$ cat src/rtl/out_port_pkg.sv
// Shared definitions for the output-port demultiplexer.
//   NUM_PORTS          : number of output channels
//   PORT_A .. PORT_D   : channel indices as carried on PORT_SEL
//   chan_state_t       : per-channel occupancy state (IDLE / HOLD)
package out_port_pkg;

  localparam int NUM_PORTS = 4;

  localparam logic [1:0] PORT_A = 2'd0;
  localparam logic [1:0] PORT_B = 2'd1;
  localparam logic [1:0] PORT_C = 2'd2;
  localparam logic [1:0] PORT_D = 2'd3;

  typedef enum logic {
    IDLE = 1'b0,
    HOLD = 1'b1
  } chan_state_t;

endpackage

$ cat src/rtl/out_channel.sv
// One output channel: data register, IDLE/HOLD state, hold timer and a
// sticky timeout flag.
//   clk_i, rst_ni : clock, asynchronous active-low reset
//   wr_en_i       : accepted write addressed to this channel
//   data_i        : write data
//   ack_i         : single-cycle consume pulse from the peripheral
//   err_clr_i     : clears the sticky timeout flag
//   data_o        : registered channel data (kept after ACK / timeout)
//   state_o       : current channel state (VALID is state_o == HOLD)
//   err_o         : sticky timeout flag
module out_channel
  import out_port_pkg::*;
#(
  parameter int WIDTH   = 8,
  parameter int TIMEOUT = 255
) (
  input  logic             clk_i,
  input  logic             rst_ni,
  input  logic             wr_en_i,
  input  logic [WIDTH-1:0] data_i,
  input  logic             ack_i,
  input  logic             err_clr_i,
  output logic [WIDTH-1:0] data_o,
  output chan_state_t      state_o,
  output logic             err_o
);

  // Last timer value before the hold expires; timer is 8 bits wide.
  localparam logic [7:0] TIMER_LAST = 8'(TIMEOUT - 1);

  chan_state_t      state_q, state_d;
  logic [WIDTH-1:0] data_q, data_d;
  logic [7:0]       timer_q, timer_d;
  logic             err_q, err_d;
  logic             timeout_hit;

  always_comb begin
    state_d     = state_q;
    data_d      = data_q;
    timer_d     = timer_q;
    err_d       = err_q;
    timeout_hit = 1'b0;

    case (state_q)
      IDLE: begin
        if (wr_en_i) begin
          state_d = HOLD;
          data_d  = data_i;
          timer_d = '0;
        end
      end
      HOLD: begin
        // A write into an occupied channel only arrives together with its
        // ACK, so refilling takes priority and restarts the hold timer.
        if (wr_en_i) begin
          data_d  = data_i;
          timer_d = '0;
        end else if (ack_i) begin
          state_d = IDLE;
          timer_d = '0;
        end else if (timer_q == TIMER_LAST) begin
          state_d     = IDLE;
          timer_d     = '0;
          timeout_hit = 1'b1;
        end else begin
          timer_d = timer_q + 8'd1;
        end
      end
      default: state_d = IDLE;
    endcase

    // Setting on timeout wins over a simultaneous clear.
    if (timeout_hit) begin
      err_d = 1'b1;
    end else if (err_clr_i) begin
      err_d = 1'b0;
    end
  end

  always_ff @(posedge clk_i or negedge rst_ni) begin
    if (!rst_ni) begin
      state_q <= IDLE;
      data_q  <= '0;
      timer_q <= '0;
      err_q   <= 1'b0;
    end else begin
      state_q <= state_d;
      data_q  <= data_d;
      timer_q <= timer_d;
      err_q   <= err_d;
    end
  end

  assign data_o  = data_q;
  assign state_o = state_q;
  assign err_o   = err_q;

endmodule

$ cat src/rtl/out_port_demux.sv
// Steers one CPU OUT write into one of four registered output channels and
// back-pressures the CPU while the addressed channel is still occupied.
//   CLK, RST_N          : clock, asynchronous active-low reset
//   IN_DATA, PORT_SEL   : write data and target channel (0=A .. 3=D)
//   WR_STRB, WR_READY   : CPU write request / addressed channel can accept
//   OUT_A .. OUT_D      : registered channel data
//   VALID, ACK          : per-channel data pending / consume pulse
//   ERR, ERR_CLR        : per-channel sticky timeout flag / clear pulse
//
// Handshake: a write transfers on a rising edge where WR_STRB && WR_READY.
// WR_READY is combinational and true when the addressed channel is empty or
// is being acknowledged in the same cycle. A stalled CPU keeps WR_STRB,
// PORT_SEL and IN_DATA stable until the transfer happens. Downstream, VALID[i]
// stays high until the peripheral pulses ACK[i] for one cycle.
module out_port_demux
  import out_port_pkg::*;
#(
  parameter int WIDTH   = 8,
  parameter int TIMEOUT = 255
) (
  input  logic                 CLK,
  input  logic                 RST_N,
  input  logic [WIDTH-1:0]     IN_DATA,
  input  logic [1:0]           PORT_SEL,
  input  logic                 WR_STRB,
  output logic                 WR_READY,
  output logic [WIDTH-1:0]     OUT_A,
  output logic [WIDTH-1:0]     OUT_B,
  output logic [WIDTH-1:0]     OUT_C,
  output logic [WIDTH-1:0]     OUT_D,
  output logic [NUM_PORTS-1:0] VALID,
  input  logic [NUM_PORTS-1:0] ACK,
  output logic [NUM_PORTS-1:0] ERR,
  input  logic [NUM_PORTS-1:0] ERR_CLR
);

  chan_state_t          chan_state [NUM_PORTS];
  logic [WIDTH-1:0]     chan_data  [NUM_PORTS];
  logic [NUM_PORTS-1:0] wr_en;
  logic                 accept;

  always_comb begin
    WR_READY        = !VALID[PORT_SEL] || ACK[PORT_SEL];
    accept          = WR_STRB && WR_READY;
    wr_en           = '0;
    wr_en[PORT_SEL] = accept;
  end

  for (genvar i = 0; i < NUM_PORTS; i++) begin : g_chan
    out_channel #(
      .WIDTH  (WIDTH),
      .TIMEOUT(TIMEOUT)
    ) u_chan (
      .clk_i    (CLK),
      .rst_ni   (RST_N),
      .wr_en_i  (wr_en[i]),
      .data_i   (IN_DATA),
      .ack_i    (ACK[i]),
      .err_clr_i(ERR_CLR[i]),
      .data_o   (chan_data[i]),
      .state_o  (chan_state[i]),
      .err_o    (ERR[i])
    );
    assign VALID[i] = (chan_state[i] == HOLD);
  end

  assign OUT_A = chan_data[PORT_A];
  assign OUT_B = chan_data[PORT_B];
  assign OUT_C = chan_data[PORT_C];
  assign OUT_D = chan_data[PORT_D];

endmodule

$ cat config.mk
export PLATFORM = sky130hd
export DESIGN_NAME = out_port_demux
export DESIGN_NICKNAME = d
export VERILOG_FILES = /design/src/rtl/out_port_pkg.sv /design/src/rtl/out_channel.sv /design/src/rtl/out_port_demux.sv
export SDC_FILE = /design/constraint.sdc
export NUM_CORES = 1
export LEC_CHECK = 0
export ABC_AREA = 1
export CORE_MARGIN = 1.5
export CORE_UTILIZATION = 45
export CTS_BUF_LIST = sky130_fd_sc_hd__clkbuf_8
export DETAILED_ROUTE_END_ITERATION = 8
export GPL_TIMING_DRIVEN = 0
export HOLD_SLACK_MARGIN = 0.05
export PLACE_DENSITY = 0.81
export SLEW_MARGIN = 0
export SYNTH_ARGS = -nofsm -noshare
export SYNTH_HDL_FRONTEND = slang
export SYNTH_HIERARCHICAL = 1
export SYNTH_SLANG_ARGS = --single-unit
$ cat constraint.sdc
create_clock -name CLK -period 1.6 [get_ports CLK]
set_clock_uncertainty 0.15 [all_clocks]
set_input_delay 0.32 -clock CLK [delete_from_list [all_inputs] [get_ports CLK]]
set_output_delay 0.32 -clock CLK [all_outputs]
set_load 0.02 [all_outputs]
; Yosys cells after proc, flatten, opt, wreduce, memory -nomap -nowiden
; Cells that the tools add are included.
[classes]
add_sub_neg = 4
n_lt_le_gt_ge = 2
n_eq_ne = 8
muxes = 74
bitwise_logic = 5
n_reduce_logical = 8
[ops]
columns = cell, count
row1 = $mux 8, 20
row2 = $pmux 8 s2, 4
row3 = $mux 1, 43
row4 = $add 8x1->8 const B, 4
row5 = $eq 8x8->1 const B, 4
row6 = $ne 2x2->1 const B, 4
row7 = $pmux 1 s2, 4
row8 = $reduce_bool 2->1, 4
row9 = $and 4x4->4, 1
row10 = $bmux 1 s2, 2
row11 = $not 1->1, 4
row12 = $lt 2x3->1 const B, 1
row13 = $demux 1 s2, 1
row14 = $ge 2x1->1 const B, 1
row15 = $logic_and 1x1->1, 2
row16 = $logic_not 1->1, 1
row17 = $logic_or 1x1->1, 1
[word_totals]
regBits = 72
in_bits = 21
output_inout_bits = 41
wordCells = 117

; Depth between registers and ports, before layout
; Gate-level depths: netlist of run 1.
[depth]
depth_word = 9
depth_mapped = 15
mapped_depth_nobuf = 13

; Modules after synthesis
; Netlist of run 1, hierarchy kept.
[modules_own_cells]
columns = module, instances, cells_each, area_per_inst_um2, seq_area_each_um2
row1 = out_channel at g_chan[0].u_chan ..., 3, 99, 910.9, 450.4
row2 = out_channel at g_chan[1].u_chan, 1, 99, 917.1, 450.4
row3 = out_port_demux, 1, 30, 133.9, 0.0

; Worst setup path after synthesis of run 1
; OpenSTA, ideal clock, no wires.
[synth_path]
path_kind = reg2reg
from = register g_chan[1].u_chan.state_q
to = register g_chan[0].u_chan.timer_q[3]
arrival_time_ns = 1.612
required_ns = 1.331
setup_slack_ns = -0.280
stages_incl_launch_ff = 14
path_buffers = 1
period_less_slack_ns = 1.880
path_cell_list = dfrtp_1 -> nand2_1 -> nand2_1 -> nand2_1 -> nand2_1 -> nand2_2 -> nand2_2 -> nor2_1 -> buf_6 -> inv_6 -> nand3_4 -> clkinv_2 -> nand2_8 -> o21ai_2
[synth_via]
elab_chain_len = 8
[synth_lines]
columns = element, line_no
row1 = start: declaration, out_channel.sv:31  ; chan_state_t state_q, state_d;
row2 = start signal: assignment, out_channel.sv:87  ; state_q <= state_d;
row3 = $bmux 1 s2 *, out_port_demux.sv:43  ; WR_READY = !VALID[PORT_SEL] || ACK[PORT_SEL];
row4 = $mux 1 (implied by the code) *, out_port_demux.sv:43
row5 = $logic_not 1->1 *, out_port_demux.sv:43
row6 = $logic_or 1x1->1 *, out_port_demux.sv:43
row7 = via WR_READY, out_port_demux.sv:26  ; output logic WR_READY,
row8 = $logic_and 1x1->1 *, out_port_demux.sv:44  ; accept = WR_STRB && WR_READY;
row9 = $and 4x4->4 (no line) *, -
row10 = via wr_en[0], out_port_demux.sv:39  ; logic [NUM_PORTS-1:0] wr_en;
row11 = $mux 8, out_channel.sv:55  ; if (wr_en_i) begin
row12 = $pmux 8 s2, out_channel.sv:44  ; case (state_q)
row13 = end signal: assignment, out_channel.sv:89  ; timer_q <= timer_d;
row14 = end: declaration, out_channel.sv:33  ; logic [7:0] timer_q, timer_d;
; The timed path passes the listed nets; every way through them passes the cells marked *. The select of a mux whose other input is x is not followed.
; A chain may end at the register's enable or synchronous reset.

; Worst setup path in the final report of run 1
[layout_path]
from = register g_chan[2].u_chan.state_q
to = output WR_READY
[layout_via]
elab_chain_len = 4
[layout_lines]
columns = element, line_no
row1 = start: declaration, out_channel.sv:31
row2 = start signal: assignment, out_channel.sv:87
row3 = $bmux 1 s2, out_port_demux.sv:43
row4 = $mux 1 (implied by the code), out_port_demux.sv:43
row5 = $logic_not 1->1, out_port_demux.sv:43
row6 = $logic_or 1x1->1, out_port_demux.sv:43
row7 = end: declaration, out_port_demux.sv:26
; Every way passes these cells. The select of a mux whose other input is x is not followed.

==> out/qor.yml, run 1 <==
power_density_nw_per_um2: 933
rows: 33
nets: 551
finalNonFillerCells: 631
wire_per_inst_um: 14.7
setup_violations: 59
die_area_um2: 8970
placedCellCount: 591
critPathMaxFanout: 2
synth.most_common_cell: "nand2_1"
postRouteAntennaNets: 0
outcome: "finished with violations"
globalplace.congestion: 0.843
viasPerCell: 5.01
crit_path_end_kind: "output pin"
drv_cap: 0
p_total_uw: 4860
ys_top_cells_by_area: "dfrtp_1 (48%), nand2_1 (17%), nand3_1 (4.8%)"
grt_max_degree: 73
critPathTopFamily: "flip-flops"
cts_buffers: 9
syn_to_final_growth_pct: 37.7
fp.dieH_um: 94.7
synthTopCellsByCount: "nand2_1 (170), dfrtp_1 (72), nand3_1 (36), inv_1 (20), o21ai_2 (19)"
clkTransAtPathRegs_ps: 70
cp.arrival_ps: 1270
rsz0062_at_grt: "yes"
crit_path_max_incr_delay_ps: 410
cp_num_buf_inv: 1
ys_types: 29
io_pins: 62
cts_root_buf: "clkbuf_8"
netlist_area_um2: 3780
firstDrtPassIters: 4
grt_usage_pct: 21.6
drtIter0Drc: 182
leakagePower_uw: 0.00251
cp_cell_sequence: "nand2_1, nand2_1, nand2_1, nand2_2, nand2_4, buf_2"
start_util_pct: 46.3
yosysSeqAreaShare_pct: 47.6
diodes: 0
critical_path_required_ps: 1130
antenna_found_initial: 0
wl_um: 9260
hold_path.class: "in -> reg"
synth_top_area_share_pct: 47.6
grt_first_pass_wirelength_um: 14600
synth-edff-count: 0
yosysTopAreaCell: "dfrtp_1"
hpwl_um: 5920
synth-seq-cells: 72
clk_path_buf_depth: 2
postSynthCellCount: 426
placement.io_buffers: 60
timing.fmax_mhz: 573
failed_checks: "negative setup slack"
tightestPinTransition_ps: 669
critical_path.slowest_cell: "dfrtp_2"
clock-sinks: 72
vias: 3163
finalHoldViolations: 0
clk_latency_ps: 350
syn-num-nets: 455
drive_above_1_share_pct: 34.0
finalCritPeriodShare_pct: 109
yosysWarningCount: 6
slew_violations: 0
drc: 0
ir_worst_vdd_mv: 0.627
startpoint_type: "register"
grt_pass1_vias: 3107
coreArea_um2: 8180
fin_ws_ps: -144
tritoncts: "done"
crit_top_cell: "nand2_1"
async_flop_share_pct: 100
overflow: 0
synth_area_per_cell_um2: 8.88
fp.dieW_um: 94.7
relSlewSlack_pct: 55.4
cts_max_level: 3
fin_crit_ps: 1740
worstSetupPathType: "reg -> out"
synth_top_flop_cell: "dfrtp_1"
-- metrics by stage --
step	util (%)	area, um^2	TNS, ps	setup slack, ps	hold WS (ps)
2_1_floorplan	-	3840	-4540	-165	-126
3_3_place_gp	55.9	4570	-217220	-2670	303
3_5_place_dp	55.9	4570	-45280	-856	307
4_1_cts	61.5	5030	-2780	-151	296
5_1_grt	63.7	5210	-9990	-218	336
6_report	63.7	5210	-3900	-144	301
-- final timing paths --
kind / startpoint / to / slack [ps] / depth (start not counted)
worst min register to register: g_chan[3].u_chan/data_o[3] / g_chan[3].u_chan/data_o[3] / 330 / 2
min in group asynchronous: RST_N / g_chan[3].u_chan/data_o[7] / 400 / 2
worst min-delay path: ACK[3] / g_chan[3].u_chan/state_o / 300 / 4
max in group asynchronous: RST_N / g_chan[0].u_chan/state_o / 400 / 2
worst max-delay path: g_chan[2].u_chan/state_o / WR_READY / -140 / 6
worst max register to register: g_chan[2].u_chan/state_o / g_chan[1].u_chan/timer_q[2] / -130 / 13
-- cells in the final DEF (no fill, tap or decap), drive strengths merged --
master | synthesis | final
nand3 | 43 | 43
a21oi | 12 | 12
buf | 5 | 35
clkdlybuf4s50 | 0 | 13
clkdlybuf4s15 | 0 | 3
clkbuf | 0 | 14
xnor2 | 4 | 4
ha | 8 | 8
xor2 | 8 | 8
bufinv | 0 | 1
a21o | 1 | 1
dfrtp | 72 | 72
o21ai | 21 | 21
dlygate4sd3 | 0 | 1
dlygate4sd2 | 0 | 34
clkinv | 4 | 8
o21bai | 3 | 3
nor2 | 26 | 26
nand2 | 188 | 188
o22ai | 5 | 5
inv | 26 | 26
-- flip-flops by register name, summed over array words and instances (netlist names) --
name                   flops
g_chan.u_chan/data_o      32
g_chan.u_chan/timer_q     32
g_chan.u_chan/err_o        4
g_chan.u_chan/state_o      4
-- where the power goes --
part	leakage, uW	switching (uW)	internal [uW]	total, uW
sequential	0.000945	199	2030	2220
combinational	0.00147	701	491	1190
clock	0.000102	687	754	1440
-- cell families (layout without fill, tap and decap cells) --
kind of cell	count (synthesis)	in the layout	share of synthesized area [%]
and+or+nand+nor	257	257	33.1
DFF	72	72	47.6
AOI/OAI and AO/OA	42	42	8.53
buffers and inverters	35	135	5.29
xor gates and xnor gates	12	12	2.78
adders and majority gates	8	8	2.65
-- per-layer routing --
layer	up-vias	track usage [%]	wire length (um)
met5	-	0	0
met4	0	10.7	226
met3	15	5.64	614
met2	87	34.6	4510
met1	1511	27.1	3900
li1	1550	-	-
-- repair_timing --
item,4_1_cts,5_1_grt
endpoints found under the hold margin,72,0
cloned,1,1
endpoints found under the setup margin,113,78
pin swaps,19,10
buffers inserted,22,2
hold buffers,1,0
resized for setup,98,62
-- worst register-to-register path: stages, from the launching register on --
cell	delay, ps
dfrtp_2	410
nand2_1	70
nand2_1	50
nand2_1	70
nand2_2	70
nand2_4	90
nand2_8	80
nor2_4	90
buf_6	140
clkinv_8	80
nand3_4	110
inv_4	50
nand2_4	90
o22ai_2	70
-- final cells by class --
| cell class | instances | area [um^2] |
|---|---|---|
| Fill cell | 661 | 2970 |
| Multi-Input combinational cell | 319 | 2040 |
| Sequential cell | 72 | 1810 |
| Timing Repair Buffer | 86 | 827 |
| Inverter | 30 | 165 |
| Clock buffer | 10 | 138 |
| Tap cell | 105 | 131 |
| Clock inverter | 5 | 57.6 |
| Buffer | 4 | 45.0 |
Power figures use the tool's default switching activity.
==> run 2: changes to the inputs <==
CAP_MARGIN = 0   (was not set)
CORE_ASPECT_RATIO = 1.25   (was not set)
==> run 2 against run 1 <==
The run ends with design-rule violations, negative setup slack left. Core utilization rose by 1.2 points. Cell area increased by 2.1%. Global-route usage is 0.75 points higher. Worst hold slack improved by 16 ps. Sequential cell count unchanged.
==> out/qor.yml, run 2 (same netlist as run 1, synthesis figures left out) <==
timing.fmax_mhz: 580  # +1.1%
crit_path_end_kind: "register"
r2r_cells: 13  # unchanged
clock-sinks: 72  # unchanged
regToRegSetupSlack_ps: -130  # about the same
clk_latency_ps: 350  # about the same
seqPwrFrac_pct: 42.3  # -3.5 points
fin_crit_ps: 1730  # -19.4 ps
viasPerCell: 5.19  # +3.6%
fp.dieH_um: 106  # +11%
die_area_um2: 8970  # about the same
power_density_nw_per_um2: 990  # +6.2%
globalplace.congestion: 0.863  # +2.4%
setup_violations: 64  # +8.5%
drtIter0Drc: 154  # -15%
crit_top_cell: "nand2_1"
cts_buffers: 9  # unchanged
setup_tns_ps: -4020  # -115 ps
slew_violations: 0  # unchanged
critical_path.slowest_cell: "dfrtp_2"
antenna_found_initial: 0  # unchanged
postRouteAntennaNets: 0  # unchanged
finalCritPeriodShare_pct: 108  # -1.2 points
intPower_uw: 3650  # +12%
grt_first_pass_wirelength_um: 15500  # +5.7%
cp_cell_sequence: "nand2_1, nand2_1, nand2_1, nand2_2, nand2_4, nand2_8, nor2_4, buf_6, inv_8, nand3_4, clkinv_4, nand2_8, o21ai_2"
relSlewSlack_pct: 56.2  # +0.83 points
tightestPinTransition_ps: 656  # -12.5 ps
grt_usage_pct: 22.4  # +0.75 points
clkTransAtPathRegs_ps: 70  # about the same
grt_pass1_vias: 3313  # +6.6%
vias: 3251  # +2.8%
cts_root_buf: "clkbuf_8"
layout_common_cells: "nand2_1 (134), dfrtp_1 (68), nand2_2 (35)"
critPathMaxFanout: 5  # +3
drv_cap: 0  # unchanged
p_sw_uw: 1620  # +2.2%
rsz0062_at_grt: "yes"
leakagePower_uw: 0.00255  # +1.6%
power_frac_comb_pct: 23.1  # -1.4 points
outcome: "finished with violations"
start_util_pct: 46.2  # -0.11 points
hpwl_um: 6230  # +5.3%
drive_above_1_share_pct: 35.0  # +0.94 points
clk_path_buf_depth: 2  # unchanged
layout_commonest_cell: "nand2_1"
coreArea_um2: 8190  # +0.23%
cts_max_level: 3  # unchanged
place_ws_ps: -876  # -20.0 ps
design_area_um2: 5320  # +2.1%
wl_um: 9590  # +3.6%
holdPathStages: 4  # unchanged
nets: 553  # +0.36%
placement.io_buffers: 60  # unchanged
firstDrtPassIters: 7  # +3
grt_max_degree: 73  # unchanged
fin_ws_ps: -125  # +19.4 ps
crit_path_max_incr_delay_ps: 430  # +20 ps
fp.dieW_um: 85.0  # -10%
drc: 2  # +2
critical_path_required_ps: 1690  # +560 ps
dpl_cell_area_um2: 4560  # -0.22%
wire_per_inst_um: 15.3  # +4.4%
p_total_uw: 5270  # +8.5%
syn_to_final_growth_pct: 40.6
overflow: 0  # unchanged
failed_checks: "design-rule violations, negative setup slack"
diodes: 0  # unchanged
tritoncts: "done"
p_sw_share_pct: 30.8  # -1.9 points
ir_worst_vdd_mv: 0.772  # +23%
startpoint_type: "register"
hold_path.class: "in -> reg"
rows: 37  # +12%
worstSetupPathType: "reg -> reg"
finalHoldViolations: 0  # unchanged
io_pins: 62  # unchanged
cp.arrival_ps: 1810  # +540 ps
clockPowerShare_pct: 34.5  # +4.8 points
-- run 2: changes by cell type in the layout (fill, tap and decap cells not counted), moves of 2 or more --
cell / before / now
nand2_1: 136 / 134
clkinv_4: 5 / 3
clkdlybuf4s15_1: 3 / 7
bufinv_16: 1 / 3
buf_4: 8 / 14
buf_6: 19 / 13
dlygate4sd2_1: 34 / 30
buf_8: 2 / 4
-- run 2: metal layers --
layer  routed length, um  global-route usage [%]  vias to the layer above  share of wire, %
met3                 679                    6.66                       17               7.1
met5                   0                       0                        -                 0
met4                 238                    10.1                        0               2.5
li1                    -                       -                     1558                 -
met1                3710                    25.5                     1574                39
met2                4950                    38.3                      102                52
-- run 2: power groups by stage --
stage	logic [uW]	registers [uW]	clock network [uW]
2_1_floorplan	388	2420	0
3_3_place_gp	1110	2230	0
3_5_place_dp	1140	2240	0
4_1_cts	1130	2200	1840
5_1_grt	1320	2260	1920
6_report	1220	2230	1820
-- run 2: final timing paths --
kind,endpoint,from
setup / recovery,g_chan[2].u_chan/timer_q[0],g_chan[0].u_chan/state_o
hold / removal,g_chan[3].u_chan/state_o,ACK[3]
setup reg to reg,g_chan[2].u_chan/timer_q[0],g_chan[0].u_chan/state_o
hold reg to reg,g_chan[2].u_chan/data_o[2],g_chan[2].u_chan/data_o[2]
max in group asynchronous,g_chan[0].u_chan/state_o,RST_N
min in group asynchronous,g_chan[2].u_chan/data_o[6],RST_N
-- run 2: timing repair --
action                     4_1_cts  5_1_grt
gates cloned                     2        1
gates resized for setup         99       70
pin swaps                       15       11
setup buffers                   17        9
hold buffers                     1        0
hold endpoints to repair        72        0
setup endpoints to repair      113       80
-- run 2: layout make-up --
class                           instances  area (um^2)
Fill cell                             642         2870
Multi-Input combinational cell        319         2070
Clock inverter                          5          103
Inverter                               30          165
Timing Repair Buffer                   88          853
Clock buffer                           11          151
Sequential cell                        72         1810
Tap cell                               97          121
Buffer                                  4         45.0
-- run 2: worst max-delay path: cells and delay by family (launching register included) --
kind / cells / cell delay [ps]
and+or+nand+nor: 9 / 700
DFF: 1 / 430
AOI/OAI and AO/OA: 1 / 50
buffers and inverters: 3 / 270
-- run 2: stage by stage --
| step | std cells | hold slack, ps | util [%] |
|---|---|---|---|
| after floorplan | 426 | -126 | - |
| after global placement | 583 | 303 | 55.7 |
| after detailed placement | 583 | 312 | 55.7 |
| after CTS | 619 | 314 | 61.9 |
| after global routing | 626 | 331 | 64.9 |
| final | 626 | 317 | 64.9 |
